$ cat src/rtl/fetch_pkg.sv
// fetch_pkg: shared types and constants for the instruction fetch unit.
package fetch_pkg;
  localparam int FETCH_TIMEOUT_W = 8;
  typedef enum logic [2:0] {
    ST_IDLE,
    ST_REQ,
    ST_WAIT,
    ST_DRAIN,
    ST_HOLD,
    ST_ERR
  } fetch_state_t;
  typedef enum logic [1:0] {
    FETCH_ERR_NONE     = 2'd0,
    FETCH_ERR_MISALIGN = 2'd1,
    FETCH_ERR_TIMEOUT  = 2'd2
  } fetch_err_t;
endpackage

$ cat src/rtl/fetch_timeout_counter.sv
// fetch_timeout_counter: counts cycles spent awaiting a response; expired_o flags the limit-th cycle.
module fetch_timeout_counter
  import fetch_pkg::*;
(
  input  logic                       clk,
  input  logic                       reset,
  input  logic                       clear_i,
  input  logic                       enable_i,
  input  logic [FETCH_TIMEOUT_W-1:0] limit_i,
  output logic                       expired_o
);
  logic [FETCH_TIMEOUT_W-1:0] cnt_q;
  // cnt_q is the number of completed cycles, so the current cycle is cnt_q+1
  assign expired_o = ({1'b0, cnt_q} + 9'd1) >= {1'b0, limit_i};
  always_ff @(posedge clk) begin
    if (reset || clear_i) cnt_q <= '0;
    else if (enable_i && !expired_o) cnt_q <= cnt_q + 1'b1;
  end
endmodule

$ cat src/rtl/instruction_fetch_unit.sv
// instruction_fetch_unit: PC-driven instruction fetch over a req/rsp handshake with decode holding register.
// Optional response timeout is built when FETCH_TIMEOUT_EN is defined.
module instruction_fetch_unit
  import fetch_pkg::*;
#(
  parameter int ADDR_W         = 32,
  parameter int TIMEOUT_CYCLES = 16
) (
  input  logic              clk,
  input  logic              reset,
  input  logic [ADDR_W-1:0] pc_i,
  input  logic              flush_i,
  output logic              imem_req_o,
  output logic [ADDR_W-1:0] imem_addr_o,
  input  logic              imem_ready_i,
  input  logic              imem_rvalid_i,
  input  logic [31:0]       imem_rdata_i,
  output logic [31:0]       instr_o,
  output logic [ADDR_W-1:0] instr_pc_o,
  output logic              instr_valid_o,
  input  logic              instr_ready_i,
  output logic              freeze_o,
  output logic [1:0]        fetch_err_o
);
  if (TIMEOUT_CYCLES < 2 || TIMEOUT_CYCLES > 255) begin : g_bad_timeout
    $error("instruction_fetch_unit: TIMEOUT_CYCLES must be within 2..255");
  end
  fetch_state_t      state_q, state_d;
  fetch_err_t        err_q, err_d;
  logic [31:0]       instr_q, instr_d;
  logic [ADDR_W-1:0] pc_q, pc_d;
  logic              misaligned;
  logic              timeout;
  assign misaligned = pc_i[1:0] != 2'b00;
  always_comb begin
    state_d = state_q;
    err_d   = err_q;
    instr_d = instr_q;
    pc_d    = pc_q;
    unique case (state_q)
      ST_IDLE: state_d = ST_REQ;
      ST_REQ: begin
        if (!flush_i && misaligned) begin
          state_d = ST_ERR;
          err_d   = FETCH_ERR_MISALIGN;
        end else if (!flush_i && imem_ready_i) begin
          state_d = ST_WAIT;
          pc_d    = pc_i;
        end
      end
      ST_WAIT: begin
        if (flush_i) state_d = imem_rvalid_i ? ST_REQ : ST_DRAIN;
        else if (imem_rvalid_i) begin
          state_d = ST_HOLD;
          instr_d = imem_rdata_i;
        end else if (timeout) begin
          state_d = ST_ERR;
          err_d   = FETCH_ERR_TIMEOUT;
        end
      end
      // the outstanding response belongs to a discarded fetch
      ST_DRAIN: begin
        if (imem_rvalid_i) state_d = ST_REQ;
        else if (timeout) begin
          state_d = ST_ERR;
          err_d   = FETCH_ERR_TIMEOUT;
        end
      end
      ST_HOLD: state_d = (flush_i || instr_ready_i) ? ST_REQ : ST_HOLD;
      default: state_d = state_q;
    endcase
  end
  always_ff @(posedge clk) begin
    if (reset) begin
      state_q <= ST_IDLE;
      err_q   <= FETCH_ERR_NONE;
      instr_q <= '0;
      pc_q    <= '0;
    end else begin
      state_q <= state_d;
      err_q   <= err_d;
      instr_q <= instr_d;
      pc_q    <= pc_d;
    end
  end
`ifdef FETCH_TIMEOUT_EN
  fetch_timeout_counter u_timeout (
    .clk       (clk),
    .reset     (reset),
    .clear_i   (state_d != state_q && (state_d == ST_WAIT || state_d == ST_DRAIN)),
    .enable_i  (state_q == ST_WAIT || state_q == ST_DRAIN),
    .limit_i   (FETCH_TIMEOUT_W'(TIMEOUT_CYCLES)),
    .expired_o (timeout)
  );
`else
  assign timeout = 1'b0;
`endif
  assign imem_req_o    = state_q == ST_REQ && !flush_i && !misaligned;
  assign imem_addr_o   = {pc_i[ADDR_W-1:2], 2'b00};
  assign instr_o       = instr_q;
  assign instr_pc_o    = pc_q;
  assign instr_valid_o = state_q == ST_HOLD;
  assign freeze_o      = state_q == ST_ERR || !((state_q == ST_HOLD && instr_ready_i) || flush_i);
  assign fetch_err_o   = err_q;
endmodule

$ cat config.mk
export PLATFORM = sky130hd
export DESIGN_NAME = instruction_fetch_unit
export DESIGN_NICKNAME = d
export VERILOG_FILES = /design/src/rtl/fetch_pkg.sv /design/src/rtl/fetch_timeout_counter.sv /design/src/rtl/instruction_fetch_unit.sv
export SDC_FILE = /design/constraint.sdc
export NUM_CORES = 1
export LEC_CHECK = 0
export ABC_AREA = 1
export BUFFER_PORTS_ARGS = -buffer_cell sky130_fd_sc_hd__buf_2
export CAP_MARGIN = 40
export CORE_ASPECT_RATIO = 0.7
export CORE_MARGIN = 1.5
export CORE_UTILIZATION = 40
export CTS_CLUSTER_SIZE = 20
export DETAILED_ROUTE_END_ITERATION = 10
export PLACE_DENSITY = 0.77
export SETUP_SLACK_MARGIN = 0.5
export SYNTH_ARGS = -nofsm -noshare
export SYNTH_HDL_FRONTEND = slang
export SYNTH_SLANG_ARGS = --single-unit
$ cat constraint.sdc
create_clock -name clk -period 1.29 [get_ports clk]
set_clock_uncertainty 0.15 [all_clocks]
set_input_delay 0.0645 -clock clk [delete_from_list [all_inputs] [get_ports clk]]
set_output_delay 0.0645 -clock clk [all_outputs]
set_load 0.01 [all_outputs]
==> metrics, run 1 <==
sw frac=0.327; minimum hold slack=-0.176 ns; Hold/Removal Path Class=input pin to flip-flop; Max Cap Violations=0; PwrDens=about 1200 nW/um2; CTS root buffer=clkbuf_8; Initial Util=0.412; Worst setup SP type=flip-flop; Max Fclk=about 600 MHz; CP required=1.41 ns; static leakage=2.66 nW; worst slack at placement=-0.202 ns; CP max stage cell=dfxtp_4; CTS tree=yes; crit-path cells=inv_6, nor2_4, nand3_4, nor2_8, buf_12, buf_8, clkbuf_16, o21ai_1, nor2_1; first-pass GRT wire length=around 16 mm; placed insts=598; CP endpoint kind=flip-flop; fin util=0.787; Nets=667; Detailed Routing Iterations Pass 1=4; initial antenna violation count=0; Comb pwr share=0.386; std cell rows=26; largest net degree at the start of global routing=46; clock slew at reported path FFs=0.07 ns; Area contributors post-synth=dfxtp_1 (46%), nor2_1 (12%), o21ai_1 (9.7%); GRT Residual Overflow=0; area grow syn2layout=91.2%; Port Buf Inserts=167; num ports=171; 1st-iter DRT viols=approximately 150; CTS Sinks=68; Post-DP HPWL=around 5.3 mm; area leader, netlist=dfxtp_1; post-route ant nets=0; RePlAce Congestion=between 0.7 and 0.8; Synth top area share=0.456; Clock Path Buffers=2; vias in the first global route=~3300; Reg area=1450 um2; Max Slew Vio Count=0; RSZ-0062 raised after global routing=yes; area of the multi-input gates=1490 um2; sequential area share after synthesis=0.456; Total GRT Usage=0.271; via count=around 3400; via/cell ratio=roughly 4.8; DRC viols=0; status=finished with violations; Inserted Clock Buffers=9; CTS hold repair buffers=42; Yosys reg bits=68; CP Data Arrival Time=1.75 ns; Die Y=75.3 um; die width=106 um; synth unique cells=24; Power Total=7.09 mW; violated checks=hold timing, setup timing; final setup violation count=70; Avg Cell Area, Syn=8.14 um2; crit path max fanout=6; final setup TNS=-18.43 ns; VDD IR max=0.792 mV; Layout fillers=436; final worst path period share=1.26; Final Non-Filler Cells=700; Final min period=roughly 1.6 ns; share of cells above drive strength 1=0.696; Net Sw Power=2.32 mW; cells after synthesis=367; kind of critical path=flip-flop to flip-flop; Design Area, Final=5710 um2; Post-Syn Area=approximately 3000 um2; Clock Power Share=0.254; final wirelength=11.4 mm; CP max stage delay=0.38 ns; routed len/inst=16.3 um; Setup WS post-layout=-0.339 ns; register share of total power=0.360; Final Hold Vio Count=22; insertion delay to the later sink of the worst-skew pair=0.34 ns; Diodes inserted=0; area of the core=7250 um2; die area=about 8000 um2; Syn. warnings=0; H-tree depth=3; Power Internal=about 4.8 mW; placed inst area=approximately 3700 um2
==> layout make-up <==
type,instances,share of cell area
Clock inverter,4,0.00833
Tap cell,98,0.0215
Clock buffer,12,0.0272
Sequential cell,68,0.255
Multi-Input combinational cell,238,0.261
Timing Repair inverter,3,0.00833
Timing Repair Buffer,266,0.405
Inverter,11,0.0138
==> Yosys cell counts <==
cell	count
a21oi_1	2
buf_2	2
buf_4	33
buf_6	12
clkbuf_1	5
conb_1	1
dfxtp_1	68
inv_1	7
inv_2	2
inv_4	2
nand2_1	12
nand2_2	1
nand2_4	1
nand3_1	8
nand3_2	1
nor2_1	98
nor2_2	40
nor2_4	4
nor2_8	2
o211ai_1	1
o21ai_0	5
o21ai_1	58
o221ai_1	1
o22ai_1	1
==> state kept, by name (all words and copies together), names as in the netlist <==
signal,count
state_q,3
fetch_err_o,1
instr_o,32
instr_pc_o,32
==> power groups by stage <==
stage	clock [mW]	sequential (mW)	combinational, mW
floorplan	0	2.53	0.845
global placement	0	2.45	1.45
detailed placement	0	2.46	1.49
CTS	1.82	2.52	2.42
global route	1.94	2.57	2.90
finish	1.80	2.55	2.74
==> worst max-delay path, delay by kind of cell (launching register included) <==
kind                   cells  cell delay (ns)
AND/OR/NAND/NOR            4             0.51
buffers and inverters      4             0.43
flip-flops                 1             0.38
AO/OA/AOI/OAI              1             0.08
==> final timing paths <==
kind	start	endpoint	slack [ns]	cells after the start
setup / recovery	state_q[1]	instr_o[20]	-0.34	9
hold / removal	pc_i[21]	instr_pc_o[21]	-0.18	3
setup reg to reg	state_q[1]	instr_o[20]	-0.34	9
hold reg to reg	instr_pc_o[0]	instr_pc_o[0]	0.32	2
==> logic make-up (layout without fill, tap and decap cells) <==
| group | count (synthesis) | in the layout | synth area share |
|---|---|---|---|
| compound gates | 68 | 68 | 0.116 |
| simple gates | 167 | 167 | 0.273 |
| flops | 68 | 68 | 0.456 |
| buf+inv | 63 | 296 | 0.153 |
| other cells | 1 | 3 | 0.00126 |
==> layer usage <==
layer | track usage | vias up | part of all wire
li1 | - | 1590 | -
met1 | 0.285 | 1598 | 0.39
met2 | 0.510 | 140 | 0.53
met3 | 0.0890 | 35 | 0.051
met4 | 0.117 | 0 | 0.031
met5 | 0 | - | 0
==> cells in the final DEF (no fill, tap or decap), types with 5 or more instances in the layout <==
cell type and n:
buf_12 7, buf_2 101, buf_4 35, buf_6 74, clkbuf_8 11, dfxtp_2 65
dlygate4sd3_1 42, nand2_1 10, nand3_2 5, nor2_1 69, nor2_2 43, nor2_4 30
o21ai_0 5, o21ai_1 43, o21ai_2 15
==> what timing repair did <==
action	in CTS	in global routing
buffers inserted	19	18
pin swaps	19	21
gates cloned	6	1
endpoints found under the hold margin	65	22
gates resized for setup	220	32
endpoints found under the setup margin	136	136
No activity file was read; power rests on OpenSTA's default activity.
==> inputs of run 2 (changes only) <==
--- a/config.mk
+++ b/config.mk
@@ -10,10 +10,10 @@
 export CAP_MARGIN = 40
 export CORE_ASPECT_RATIO = 0.7
 export CORE_MARGIN = 1.5
-export CORE_UTILIZATION = 40
+export CORE_UTILIZATION = 44
 export CTS_CLUSTER_SIZE = 20
 export DETAILED_ROUTE_END_ITERATION = 10
-export PLACE_DENSITY = 0.77
+export PLACE_DENSITY = 0.8
 export SETUP_SLACK_MARGIN = 0.5
 export SYNTH_ARGS = -nofsm -noshare
 export SYNTH_HDL_FRONTEND = slang
==> constraint.sdc (replaced) <==
create_clock -name clk -period 1.6 [get_ports clk]
set_clock_uncertainty 0.15 [all_clocks]
set_input_delay 0.08 -clock clk [delete_from_list [all_inputs] [get_ports clk]]
set_output_delay 0.08 -clock clk [all_outputs]
set_load 0.01 [all_outputs]
==> run 2 against run 1 <==
  * The run ends with setup timing left
  * Clock-buffer cell count shrank 3
  * Wire length shrank 5.5%
  * Clock power grew 3%
  * Largest cell class unchanged
  * Highest routed layer unchanged
==> metrics, run 2 (synthesized netlist as in run 1, its figures left out) <==
CTS tree=yes (unchanged); Die Y=71.9 um (was 75.3 um); largest net degree at the start of global routing=36 (was 46); area grow syn2layout=73.2% (was 91.2%); crit-path cells=inv_6, nand2_4, nor2_4, nand2_4, nor2_1, buf_2 (was inv_6, nor2_4, nand3_4, nor2_8, buf_12, buf_8, clkbuf_16, o21ai_1, nor2_1); routed len/inst=15.8 um (was 16.3 um); via count=3373 (was 3363); std cell rows=24 (was 26); Final Hold Vio Count=0 (was 22); GRT met3 Usage=0.0819 (was 0.0890); Layout fillers=397 (was 436); 1st-iter DRT viols=147 (was 152); Worst setup SP type=flip-flop (unchanged); Setup WS post-layout=-0.000679 ns (was -0.339 ns); violated checks=setup timing (was hold timing, setup timing); area of the core=6400 um2 (was 7250 um2); final worst path period share=1.00; first-pass GRT wire length=16.0 mm (was 16.4 mm); commonest non-fill, non-tap cell in the layout=buf_2 (unchanged); CP Data Arrival Time=1.37 ns (was 1.75 ns); Nets=655 (was 667); Max Cap Violations=0 (unchanged); vias in the first global route=3253 (was 3348); final wirelength=10.8 mm (was 11.4 mm); CP max stage cell=dfxtp_4 (unchanged); worst slack at placement=0.0741 ns (was -0.202 ns); initial antenna violation count=0 (unchanged); Clock Path Buffers=2 (unchanged); num ports=171 (unchanged); insertion delay to the later sink of the worst-skew pair=0.34 ns (about the same); Top Usage Layer GRT=met2 (unchanged); Final Non-Filler Cells=680 (was 700); hold path depth=6 (was 3); status=finished with violations (unchanged); reg2reg end=instr_o[22] (was instr_o[20]); Critical path origin=state_q[1] (unchanged); Final min period=1.60 ns; placed insts=579 (was 598); hold path start=instr_ready_i (was pc_i[21]); share of cells above drive strength 1=0.525 (was 0.696); placed inst area=3610 um2 (was 3710 um2); die width=101 um (was 106 um); DRC viols=0 (unchanged); Design Area, Final=5170 um2 (was 5710 um2); Initial Util=0.467 (was 0.412); crit path max fanout=3 (was 6); met2 Use GR=0.489 (was 0.510); Inserted Clock Buffers=9 (unchanged); GRT Residual Overflow=0 (unchanged); via/cell ratio=4.96 (was 4.80); setup slack, reg-to-reg=0.01 ns (was -0.34 ns); Total GRT Usage=0.285 (was 0.271); GRT met1 Usage=0.344 (was 0.285); R2R depth=9 (unchanged); RePlAce Congestion=0.999 (was 0.785); RSZ-0062 raised after global routing=yes (unchanged); worst r2r src=state_q[1] (unchanged); Post-DP HPWL=5.31 mm (was 5.29 mm); clock slew at reported path FFs=0.08 ns (was 0.07 ns); H-tree depth=3 (unchanged); Max Fclk=625 MHz; Power Total=5.50 mW (was 7.09 mW); die area=7300 um2 (was 8000 um2); VDD IR max=0.676 mV (was 0.792 mV); Port Buf Inserts=167 (unchanged); post-route ant nets=0 (unchanged); Diodes inserted=0 (unchanged); CP most frequent cell=nand2_4; PwrDens=1060 nW/um2 (was 1240 nW/um2); CTS Sinks=68 (unchanged); Max Slew Vio Count=0 (unchanged); commonest non-fill, non-tap cells in the layout=buf_2 (164), nor2_1 (91), dlygate4sd3_1 (64), o21ai_1 (50), dfxtp_1 (42) (was buf_2 (101), buf_6 (74), nor2_1 (69), dfxtp_2 (65)); CP max stage delay=0.37 ns (was 0.38 ns); kind of critical path=flip-flop to output pin (was flip-flop to flip-flop); CTS root buffer=clkbuf_8 (unchanged); final setup violation count=1 (was 70); minimum hold slack=0.0383 ns (was -0.176 ns); Detailed Routing Iterations Pass 1=6 (was 4); static leakage=2.55 nW (was 2.66 nW); CP endpoint kind=output pin (was flip-flop); Worst Hold Path EP=state_q[2] (was instr_pc_o[21]); CP required=1.37 ns (was 1.41 ns); Hold/Removal Path Class=input pin to flip-flop (unchanged)
run 2: cell count changes in the layout (fill, tap and decap cells not counted), sizes merged:
cell         delta
bufinv          +3
clkbuf          -4
buf            -32
dlygate4sd3    +22
inv             -1
clkinvlp        -1
run 2: routing by layer:
metal	share of wire	up-vias
met5	0	-
met4	0.022	0
met3	0.070	31
met2	0.50	188
met1	0.40	1584
li1	-	1570
run 2: area by class of cell:
cell class | count | area (um2) | share of cell area
Inverter | 11 | 78.8 | 0.0152
Clock buffer | 9 | 124 | 0.0239
Multi-Input combinational cell | 238 | 1370 | 0.265
Tap cell | 91 | 114 | 0.0220
Timing Repair inverter | 2 | 31.3 | 0.00605
Clock inverter | 6 | 138 | 0.0266
Sequential cell | 68 | 1400 | 0.270
Timing Repair Buffer | 255 | 1920 | 0.371
run 2: worst max path at each step:
stage	to	cells after the start
global placement	instr_o[25]	6
global route	instr_o[22]	9
finish	imem_req_o	6
CTS	imem_req_o	6
floorplan	instr_pc_o[30]	9
detailed placement	instr_o[14]	7
run 2: what timing repair did:
action / CTS / global route
pin swaps: 15 / 9
gates resized for setup: 52 / 53
buffers inserted: 12 / 2
endpoints found under the setup margin: 70 / 96
gates cloned: 8 / 0
endpoints found under the hold margin: 65 / 0
hold buffers: 64 / 0
run 2: per-stage QoR:
| step | util | TNS [ns] |
|---|---|---|
| after floorplan | - | 0 |
| after global placement | 0.564 | 0 |
| after detailed placement | 0.564 | 0 |
| after CTS | 0.777 | 0 |
| after global routing | 0.809 | -0.00951 |
| final | 0.809 | -0.000679 |
run 2: worst max-delay path: cells and delay by family, from the launching register on:
kind,cells,cell delay (ns)
DFF,1,0.37
and+or+nand+nor,4,0.42
buffers and inverters,2,0.24
run 2: where the power goes:
group	switching, mW	total, mW	internal [mW]
Combinational	0.870	1.61	0.736
Clock	0.670	1.86	1.19
Sequential	0.157	2.03	1.88
